**src/rtl/fpu_pkg.sv**
```systemverilog
// fpu_pkg: shared float flag indices and exponent constants
package fpu_pkg;
  localparam int FLAG_DZ = 2;
  localparam int FLAG_OF = 1;
  localparam int FLAG_UF = 0;
  localparam int EXP_BIAS = 127;
  localparam logic [7:0] EXP_MAX = 8'hFF;
  localparam logic [31:0] POS_INF = 32'h7F800000;
  localparam logic [31:0] NEG_INF = 32'hFF800000;
endpackage

```
**src/rtl/divf_fifo.sv**
```systemverilog
// divf_fifo: DEPTH x W valid/ready FIFO with occupancy count, zero head when empty
module divf_fifo #(
  parameter int DEPTH = 4,
  parameter int W = 35,
  localparam int PTR_W = $clog2(DEPTH)
) (
  input  logic             clk,
  input  logic             rst,
  input  logic             in_valid,
  output logic             in_ready,
  input  logic [W-1:0]     in_data,
  output logic             out_valid,
  input  logic             out_ready,
  output logic [W-1:0]     out_data,
  output logic [PTR_W:0]   count
);
  logic [W-1:0] mem [DEPTH];
  logic [PTR_W-1:0] wr_ptr, rd_ptr;
  logic push, pop;
  assign in_ready = count != (PTR_W+1)'(DEPTH);
  assign out_valid = count != '0;
  assign push = in_valid & in_ready;
  assign pop = out_valid & out_ready;
  assign out_data = out_valid ? mem[rd_ptr] : '0;
  always_ff @(posedge clk)
    if (push) mem[wr_ptr] <= in_data;
  always_ff @(posedge clk) begin
    if (rst) begin
      wr_ptr <= '0;
      rd_ptr <= '0;
      count <= '0;
    end else begin
      wr_ptr <= wr_ptr + PTR_W'(push);
      rd_ptr <= rd_ptr + PTR_W'(pop);
      count <= count + (PTR_W+1)'(push) - (PTR_W+1)'(pop);
    end
  end
endmodule

```
**src/rtl/divf_result_stage.sv**
```systemverilog
// divf_result_stage: patches divf special cases, queues results with flags, keeps sticky flags
module divf_result_stage
  import fpu_pkg::*;
#(
  parameter int DEPTH = 4,
  localparam int PTR_W = $clog2(DEPTH)
) (
  input  logic           clk,
  input  logic           rst,
  input  logic           in_valid,
  output logic           in_ready,
  input  logic [31:0]    a,
  input  logic [31:0]    b,
  input  logic [31:0]    s,
  input  logic           ze,
  output logic           out_valid,
  input  logic           out_ready,
  output logic [31:0]    out_data,
  output logic [2:0]     out_flags,
  output logic [2:0]     sticky_flags,
  input  logic           flag_clr,
  output logic [PTR_W:0] count
);
  logic sgn, zero_a, ovf, unf, push;
  logic signed [9:0] ext;
  logic [31:0] c_data;
  logic [2:0] c_flags;
  always_comb begin
    sgn = a[31] ^ b[31];
    zero_a = a[30:0] == 31'h0;
    ext = {2'b0, a[30:23]} - {2'b0, b[30:23]} + 10'(EXP_BIAS) - {9'b0, a[22:0] < b[22:0]};
    ovf = ext >= 10'sd255;
    unf = ext <= 10'sd0;
    c_flags = '0;
    c_flags[FLAG_DZ] = ze;
    c_flags[FLAG_OF] = !ze && !zero_a && ovf;
    c_flags[FLAG_UF] = !ze && !zero_a && !ovf && unf;
    c_data = (ze || c_flags[FLAG_OF]) ? (sgn ? NEG_INF : POS_INF) :
             (zero_a || c_flags[FLAG_UF]) ? {sgn, 31'h0} : s;
  end
  assign push = in_valid & in_ready;
  always_ff @(posedge clk)
    sticky_flags <= rst ? 3'b0 : (flag_clr ? 3'b0 : sticky_flags) | (push ? c_flags : 3'b0);
  divf_fifo #(.DEPTH(DEPTH), .W(35)) u_fifo (
    .clk(clk),
    .rst(rst),
    .in_valid(in_valid),
    .in_ready(in_ready),
    .in_data({c_data, c_flags}),
    .out_valid(out_valid),
    .out_ready(out_ready),
    .out_data({out_data, out_flags}),
    .count(count)
  );
endmodule

```
**config.mk**
```make
export PLATFORM = sky130hd
export DESIGN_NAME = divf_result_stage
export DESIGN_NICKNAME = d
export VERILOG_FILES = /design/src/rtl/fpu_pkg.sv /design/src/rtl/divf_fifo.sv /design/src/rtl/divf_result_stage.sv
export SDC_FILE = /design/constraint.sdc
export NUM_CORES = 1
export LEC_CHECK = 0
export CAP_MARGIN = 15
export CORE_UTILIZATION = 45
export CTS_CLUSTER_DIAMETER = 30
export DETAILED_ROUTE_END_ITERATION = 10
export GPL_ROUTABILITY_DRIVEN = 0
export GPL_TIMING_DRIVEN = 0
export PLACE_DENSITY = 0.78
export SLEW_MARGIN = 40
export SYNTH_ARGS = -nofsm -noshare
export SYNTH_HDL_FRONTEND = slang
export SYNTH_HIERARCHICAL = 1
export SYNTH_SLANG_ARGS = --single-unit
```
**constraint.sdc**
```tcl
create_clock -name clk -period 7.5 [get_ports clk]
set_input_delay 1.5 -clock clk [delete_from_list [all_inputs] [get_ports clk]]
set_output_delay 1.5 -clock clk [all_outputs]
set_load 0.03 [all_outputs]
```
==> results.md, run 1 <==
* Status: finished clean
* FP Rows at 46
* Worst hold slack at around 0.49 ns
* CTS tree: built
* Post-layout net count at 818
* Clock Path Buffers at 2
* Initial antenna violation count at 0
* Critical path class: input port to flop
* Setup bufs post-CTS at 0
* Gates resized, CTS repair at 0
* Final-report max-slew violation count at 0
* Count of final hold-check violations at 0
* Sequential share of the synthesized area at 59.07%
* Largest net degree at the start of global routing at 22
* Max stage delay cell, worst path: o211ai_1
* Worst hold path type: flop to flop
* WL final at roughly 16000 um
* Iteration-0 DRC Markers at 330
* Psw at about 1.1 mW
* Final ANT Viol Nets at 0
* Fin cells at 902
* Vias in the first global route at about 5000
* WP data arrival at 5.56 ns
* DIE WIDTH at 130.7 um
* Leak at between 3 and 4 nW
* Pwr dens at 329.9 nW/um2
* Final worst path period share at roughly 73%
* # setup viols final at 0
* Yosys top cell by area: edfxtp_1
* Worst-path cell chain: clkdlybuf4s50_1 -> inv_1 -> ha_1 -> a21o_1 -> a21o_1 -> a21oi_1 -> o21ai_0 -> a21oi_1 -> o31ai_1 -> ha_1 -> ha_1 -> inv_1 -> fa_1 -> nand2b_1 -> o2bb2ai_1 -> o21ai_1 -> xnor2_1 -> nor4_1 -> o211ai_1 -> o311ai_0
* 1st-pass router iterations at 5
* Area share of the largest cell type after synthesis at 56.39%
* Critical path capture point type: flop
* Combinational share of power at approximately two fifths
* Via Count at 4791
* Most used cell, CP: ha_1
* Post-synth ARST share at 0%
* Worst-Margin Slew at between 0.7 and 0.8 ns
* Max incr delay on CP at ~0.5 ns
* CTS Buf Count at 17
* Die height at about 130 um
* DR DRC count at 0
* Layout cell share with drive strength beyond 1 at roughly 15%
* Flop pwr share at between 30% and 40%
* Root Buffer: clkbuf_16
* Antenna diodes at 0
* Routed WL per cell at roughly 18 um
* Post-route clock skew at 0.009321 ns
* Hold buffer count at cts at 0
* Fin Setup TNS at 0 ns
* Vias/cell at 5.312
* Placed cell count at between 800 and 900
* Synth Cell Area at roughly 7500 um2
* Synth Warn # at 6
* Max_cap viols at 0
* Max Fanout on Critical Path at 8
* Initial Util at a little under half
* Max_slew headroom at 49.71%
* First-pass GRT wire length at 25000 um
* Clock slew at reported path FFs at roughly 0.06 ns
* Synth Instances at slightly below 500
* Final critical-path required period at 5.501 ns
* H-tree level count at 4
* Io pins at about 150
* Syn avg cell area at 15.19 um2
* Internal Power at about 2.2 mW
* Main synth FF type: edfxtp_1
* Synthesis-stage register bit count at 150
* Syn-to-layout area delta at 33.39%
* Critical Path Start Type: input port
* Top post-synthesis cells by area: edfxtp_1 56%, mux4_2 8.5%, ha_1 6.7%, and2_1 5.0%, dfxtp_1 2.7%
* Net Count, Synth at 636
* RSZ-0062 raised after global routing: false
* Post-DP HPWL at 11820 um
* GRT Util Overall at between 15 and 20%
* Total gr overflow at 0
* Total core area at 16060 um2
* Critical Path RT at about 7.6 ns
* Fmax at ~180 MHz
* Clock power share at 25.9%
* Peak supply drop at 0.1667 mV
* Die ar. at between 15000 and 20000 um2
* Switching share of power at approximately 33%
* IO buf count at ~140
* Count of cell types in the netlist at 50
* Clk_lat worst skew at 0.42 ns
* CTS sink cnt at 150
* Post-synth EDFFs at 140
## power by group through the flow
stage,clock [mW],sequential (mW),combinational (mW)
after floorplan,0,1.13,0.837
after global placement,0,1.13,1.27
after detailed placement,0,1.12,1.33
after CTS,0.864,1.11,1.34
after global routing,0.901,1.11,1.43
final,0.851,1.11,1.32
## per-stage QoR
stage	power [mW]	area [um2]	util, %	worst slack [ns]
final	3.281	9946	61.94	1.999
after global routing	3.447	9946	61.94	1.685
after CTS	3.309	9946	61.94	1.881
after detailed placement	2.449	9334	58.13	1.474
after global placement	2.397	9168	57.09	0.1179
after floorplan	1.966	7456	-	2.663
## layout make-up
| type | instances | area [um2] |
|---|---|---|
| buffer | 15 | 133.9 |
| tap | 216 | 270.3 |
| inverter | 44 | 165.2 |
| clock buffer | 20 | 466.7 |
| sequential | 150 | 4404 |
| fill | 1119 | 6112 |
| timing repair buffer | 163 | 1588 |
| multi-input combinational | 282 | 2773 |
| clock inverter | 12 | 145.1 |
## cells by family after synthesis
kind of cell               count (synthesis)  synth area share (%)
buffers and inverters                     59                 4.011
AOI/OAI and AO/OA                         59                 5.605
and+or+nand+nor                          125                 10.44
adders and majority gates                 43                 7.518
muxes                                     36                 11.13
DFF                                      150                 59.07
xor gates and xnor gates                  19                 2.232
## critical path, delay by kind of cell
family                     cells  cell delay (ns)
AOI/OAI and AO/OA             10             2.01
and+or+nand+nor                2             0.27
xor gates and xnor gates       1             0.17
buffers and inverters          3             0.55
adders and majority gates      4             1.03
## metal layers
layer  up-vias  GRT usage, %  share of wire [%]
met2       193         36.79                 53
met3        15         5.700                7.3
met4         0         5.680               0.81
met1      2337         22.43                 39
li1       2246             -                  -
met5         -             0                  0
## flip-flops by register name, indices dropped and copies added, names as in the netlist
| register | count |
|---|---|
| sticky_flags | 3 |
| u_fifo/mem | 140 |
| u_fifo/rd_ptr | 2 |
| u_fifo/wr_ptr | 2 |
| u_fifo/count | 3 |
## synthesized netlist by cell type (3+ instances only)
cell type,number
edfxtp_1,140
and2_1,60
inv_1,44
ha_1,40
mux4_2,28
a21o_1,19
xnor2_1,13
a21oi_1,12
nand2_1,12
nor2_1,11
dfxtp_1,10
o311ai_0,9
mux4_1,7
nor4_1,7
o21ai_0,7
nand4_1,6
xor2_1,6
buf_2,5
nand3_1,5
nor2b_1,4
buf_12,3
buf_6,3
clkbuf_1,3
fa_1,3
nand2b_1,3
## worst paths after layout
check                                startpoint                end  slack, ns  cells past startpoint
worst min register to register  sticky_flags[0]    sticky_flags[0]       0.49                      1
worst max register to register  u_fifo/count[2]    u_fifo/count[2]       5.02                      9
worst min-delay path            sticky_flags[0]    sticky_flags[0]       0.49                      1
worst max-delay path                       b[8]  u_fifo/mem[3][33]       2.00                     20
## cells in the final DEF (no fill, tap or decap), drive strengths merged, types with 3 or more instances in the layout
cell type / instances
mux4: 35
and2: 61
o311ai: 9
xor2: 6
o21ai: 8
nand4: 7
dfxtp: 10
nand2b: 3
xnor2: 13
nand2: 13
nor4: 8
a21o: 19
nand3: 5
buf: 31
ha: 40
fa: 3
clkbuf: 23
nor2b: 4
nor2: 11
clkinv: 7
inv: 46
a31oi: 3
a21oi: 12
edfxtp: 140
clkdlybuf4s50: 144
Power figures use the tool's default switching activity.
==> run 2: changes to the inputs <==
--- a/config.mk
+++ b/config.mk
@@ -11,7 +11,7 @@
 export DETAILED_ROUTE_END_ITERATION = 10
 export GPL_ROUTABILITY_DRIVEN = 0
 export GPL_TIMING_DRIVEN = 0
-export PLACE_DENSITY = 0.78
+export PLACE_DENSITY = 0.81
 export SLEW_MARGIN = 40
 export SYNTH_ARGS = -nofsm -noshare
 export SYNTH_HDL_FRONTEND = slang
==> constraint.sdc (replaced) <==
create_clock -name clk -period 4.5 [get_ports clk]
set_input_delay 0.9 -clock clk [delete_from_list [all_inputs] [get_ports clk]]
set_output_delay 0.9 -clock clk [all_outputs]
set_load 0.03 [all_outputs]
==> run 2 against run 1 <==
Against the previous run:
- sequential power grew 67%
- setup slack got worse by 2.0 ns
- final cell count grew 1.3%
- sequential share of layout area is 2.3 points lower
- clock-buffer cell count is 3 lower
- final area increased by 5.5%
- largest cell class unchanged
==> results.md, run 2 (synthesis results as in run 1) <==
* Status: finished clean
* Crit path max-delay family: compound AO/OA/AOI/OAI gates
* Initial Util at about 46%
* Hold EP: sticky_flags[2]
* Final ANT Viol Nets at 0
* Terminus of the critical flop-to-flop path: u_fifo/mem[1][11]
* FF-to-FF Start: u_fifo/count[1]
* Total gr overflow at 0
* Commonest non-fill, non-tap cell in the layout: edfxtp_1
* Leak at about 4.1 nW
* Fillers at ~1100
* Io pins at 145
* Total core area at about 16000 um2
* Worst path bufs/invs at 3
* Critical path capture point type: flop
* Vias in the first global route at roughly 5000
* Fmax at roughly 220 MHz
* Most used cell, CP: a21o_1
* Worst-Margin Slew at 0.5884 ns
* HP Start: sticky_flags[2]
* Initial antenna violation count at 0
* Via Count at between 4000 and 5000
* Post-layout net count at 830
* Worst hold stages at 2
* Largest net degree at the start of global routing at 36
* WL final at approximately 17000 um
* Most frequent cells in the layout: 140 x edfxtp_1, 115 x clkdlybuf4s50_1, 46 x and2_1
* Post-route clock skew at approximately 0.0054 ns
* Max incr delay on CP at 0.48 ns
* CTS sink cnt at 150
* Antenna diodes at 0
* Final core utilization at 65.33%
* Worst hold path type: flop to flop
* # setup viols final at 0
* Total Power at 5.618 mW
* Layout cell share with drive strength beyond 1 at roughly 27%
* Place WS at -1.038 ns
* Worst hold slack at slightly below 0.5 ns
* Peak supply drop at around 0.34 mV
* Critical Path RT at about 4.7 ns
* IO buf count at ~140
* First-pass GRT wire length at between 20000 and 30000 um
* Max_slew headroom at about three fifths
* Syn-to-layout area delta at 40.71%
* Root Buffer: clkbuf_16
* Most flops, register: u_fifo/mem
* Fin Setup TNS at 0 ns
* Final-report max-slew violation count at 0
* Critical path class: input port to flop
* GRT Util Overall at around a fifth
* Max Fanout on Critical Path at 8
* Pwr dens at ~540 nW/um2
* Die height at about 130 um
* Vias/cell at around 5.3
* Flop2flop setup slack at roughly 2.0 ns
* Routed WL per cell at 18.86 um
* Count of final hold-check violations at 0
* Clk_lat worst skew at slightly above 0.4 ns
* Biggest regs: u_fifo/mem: 140 flops, sticky_flags: 3 flops, u_fifo/count: 3 flops
* DR DRC count at 0
* Worst-path cell chain: clkdlybuf4s50_1 -> inv_1 -> ha_1 -> a21o_1 -> a21o_1 -> a21o_1 -> a21o_1 -> xnor2_2 -> buf_4 -> ha_4 -> a21oi_2 -> nand3_2 -> xnor2_2 -> nor4_4 -> and4bb_4 -> mux2_4
* Post-DP HPWL at approximately 12000 um
* Critical Path Start Type: input port
* FP Rows at 46
* Clock Path Buffers at 2
* H-tree level count at 4
* Final worst path period share at roughly 100%
* Final critical-path required period at between 4 and 5 ns
* Die ar. at 17090 um2
* WP data arrival at ~4.7 ns
* Iteration-0 DRC Markers at between 300 and 400
* Max stage delay cell, worst path: clkdlybuf4s50_1
* Worst r2r path cells at 7
* Max_cap viols at 0
* CTS tree: built
* Clock slew at reported path FFs at 0.06 ns
* 1st-pass router iterations at 4
* DIE WIDTH at 130.7 um
* Max reg flops at 140
* Critical Path Start: b[24]
* Final WS setup at ~0.0026 ns
* CTS Buf Count at 17
## run 2: worst register-to-register path, delay by kind of cell, from the launching register on
family        cells  cell delay (ns)
simple gates      3             0.95
buf+inv           4             0.76
flops             1             0.51
## run 2: power by group
part / switching [mW] / internal (mW)
registers: 0.0624 / 1.78
logic: 1.32 / 1.20
clock network: 0.550 / 0.705
## run 2: worst max-delay path by stage
stage | endpoint | slack (ns) | depth (start not counted)
2_1_floorplan | u_fifo/mem[0][34] | 0.26 | 19
3_3_place_gp | u_fifo/mem[1][22] | -2.11 | 3
3_5_place_dp | u_fifo/mem[1][30] | -1.04 | 20
4_1_cts | u_fifo/mem[0][34] | 0.002 | 18
5_1_grt | u_fifo/mem[2][33] | -0.07 | 19
6_report | u_fifo/mem[0][34] | 0.003 | 16
## run 2: metrics by stage
step	instance area, um2	cells
3_5_place_dp	9320	871
6_report	10490	914
2_1_floorplan	7456	491
4_1_cts	10160	910
5_1_grt	10490	914
3_3_place_gp	9168	851
## run 2: final cells by class
cell class              count  area, um2  area share (%)
flip-flops and latches    150       4404           41.98
multi-input cells         282       3264           31.12
repair buffers            176       1725           16.45
clock buffers              17      425.4           4.055
well taps                 216      270.3           2.576
inverters                  44      165.2           1.574
plain buffers              14      130.1           1.240
clock inverters            15      106.4           1.014
## run 2: layer usage
layer | track usage, % | up-vias | share of wire (%)
li1 | - | 2268 | -
met1 | 25.83 | 2375 | 41
met2 | 36.23 | 162 | 53
met3 | 3.461 | 14 | 4.5
met4 | 6.018 | 0 | 1.1
met5 | 0 | - | 0
## run 2: repair_timing
| action | in CTS | in global routing |
|---|---|---|
| buffers inserted | 6 | 4 |
| hold buffers | 0 | 0 |
| resized for setup | 63 | 72 |
| setup endpoints to repair | 136 | 136 |
| gates cloned | 2 | 0 |
| pin swaps | 19 | 35 |
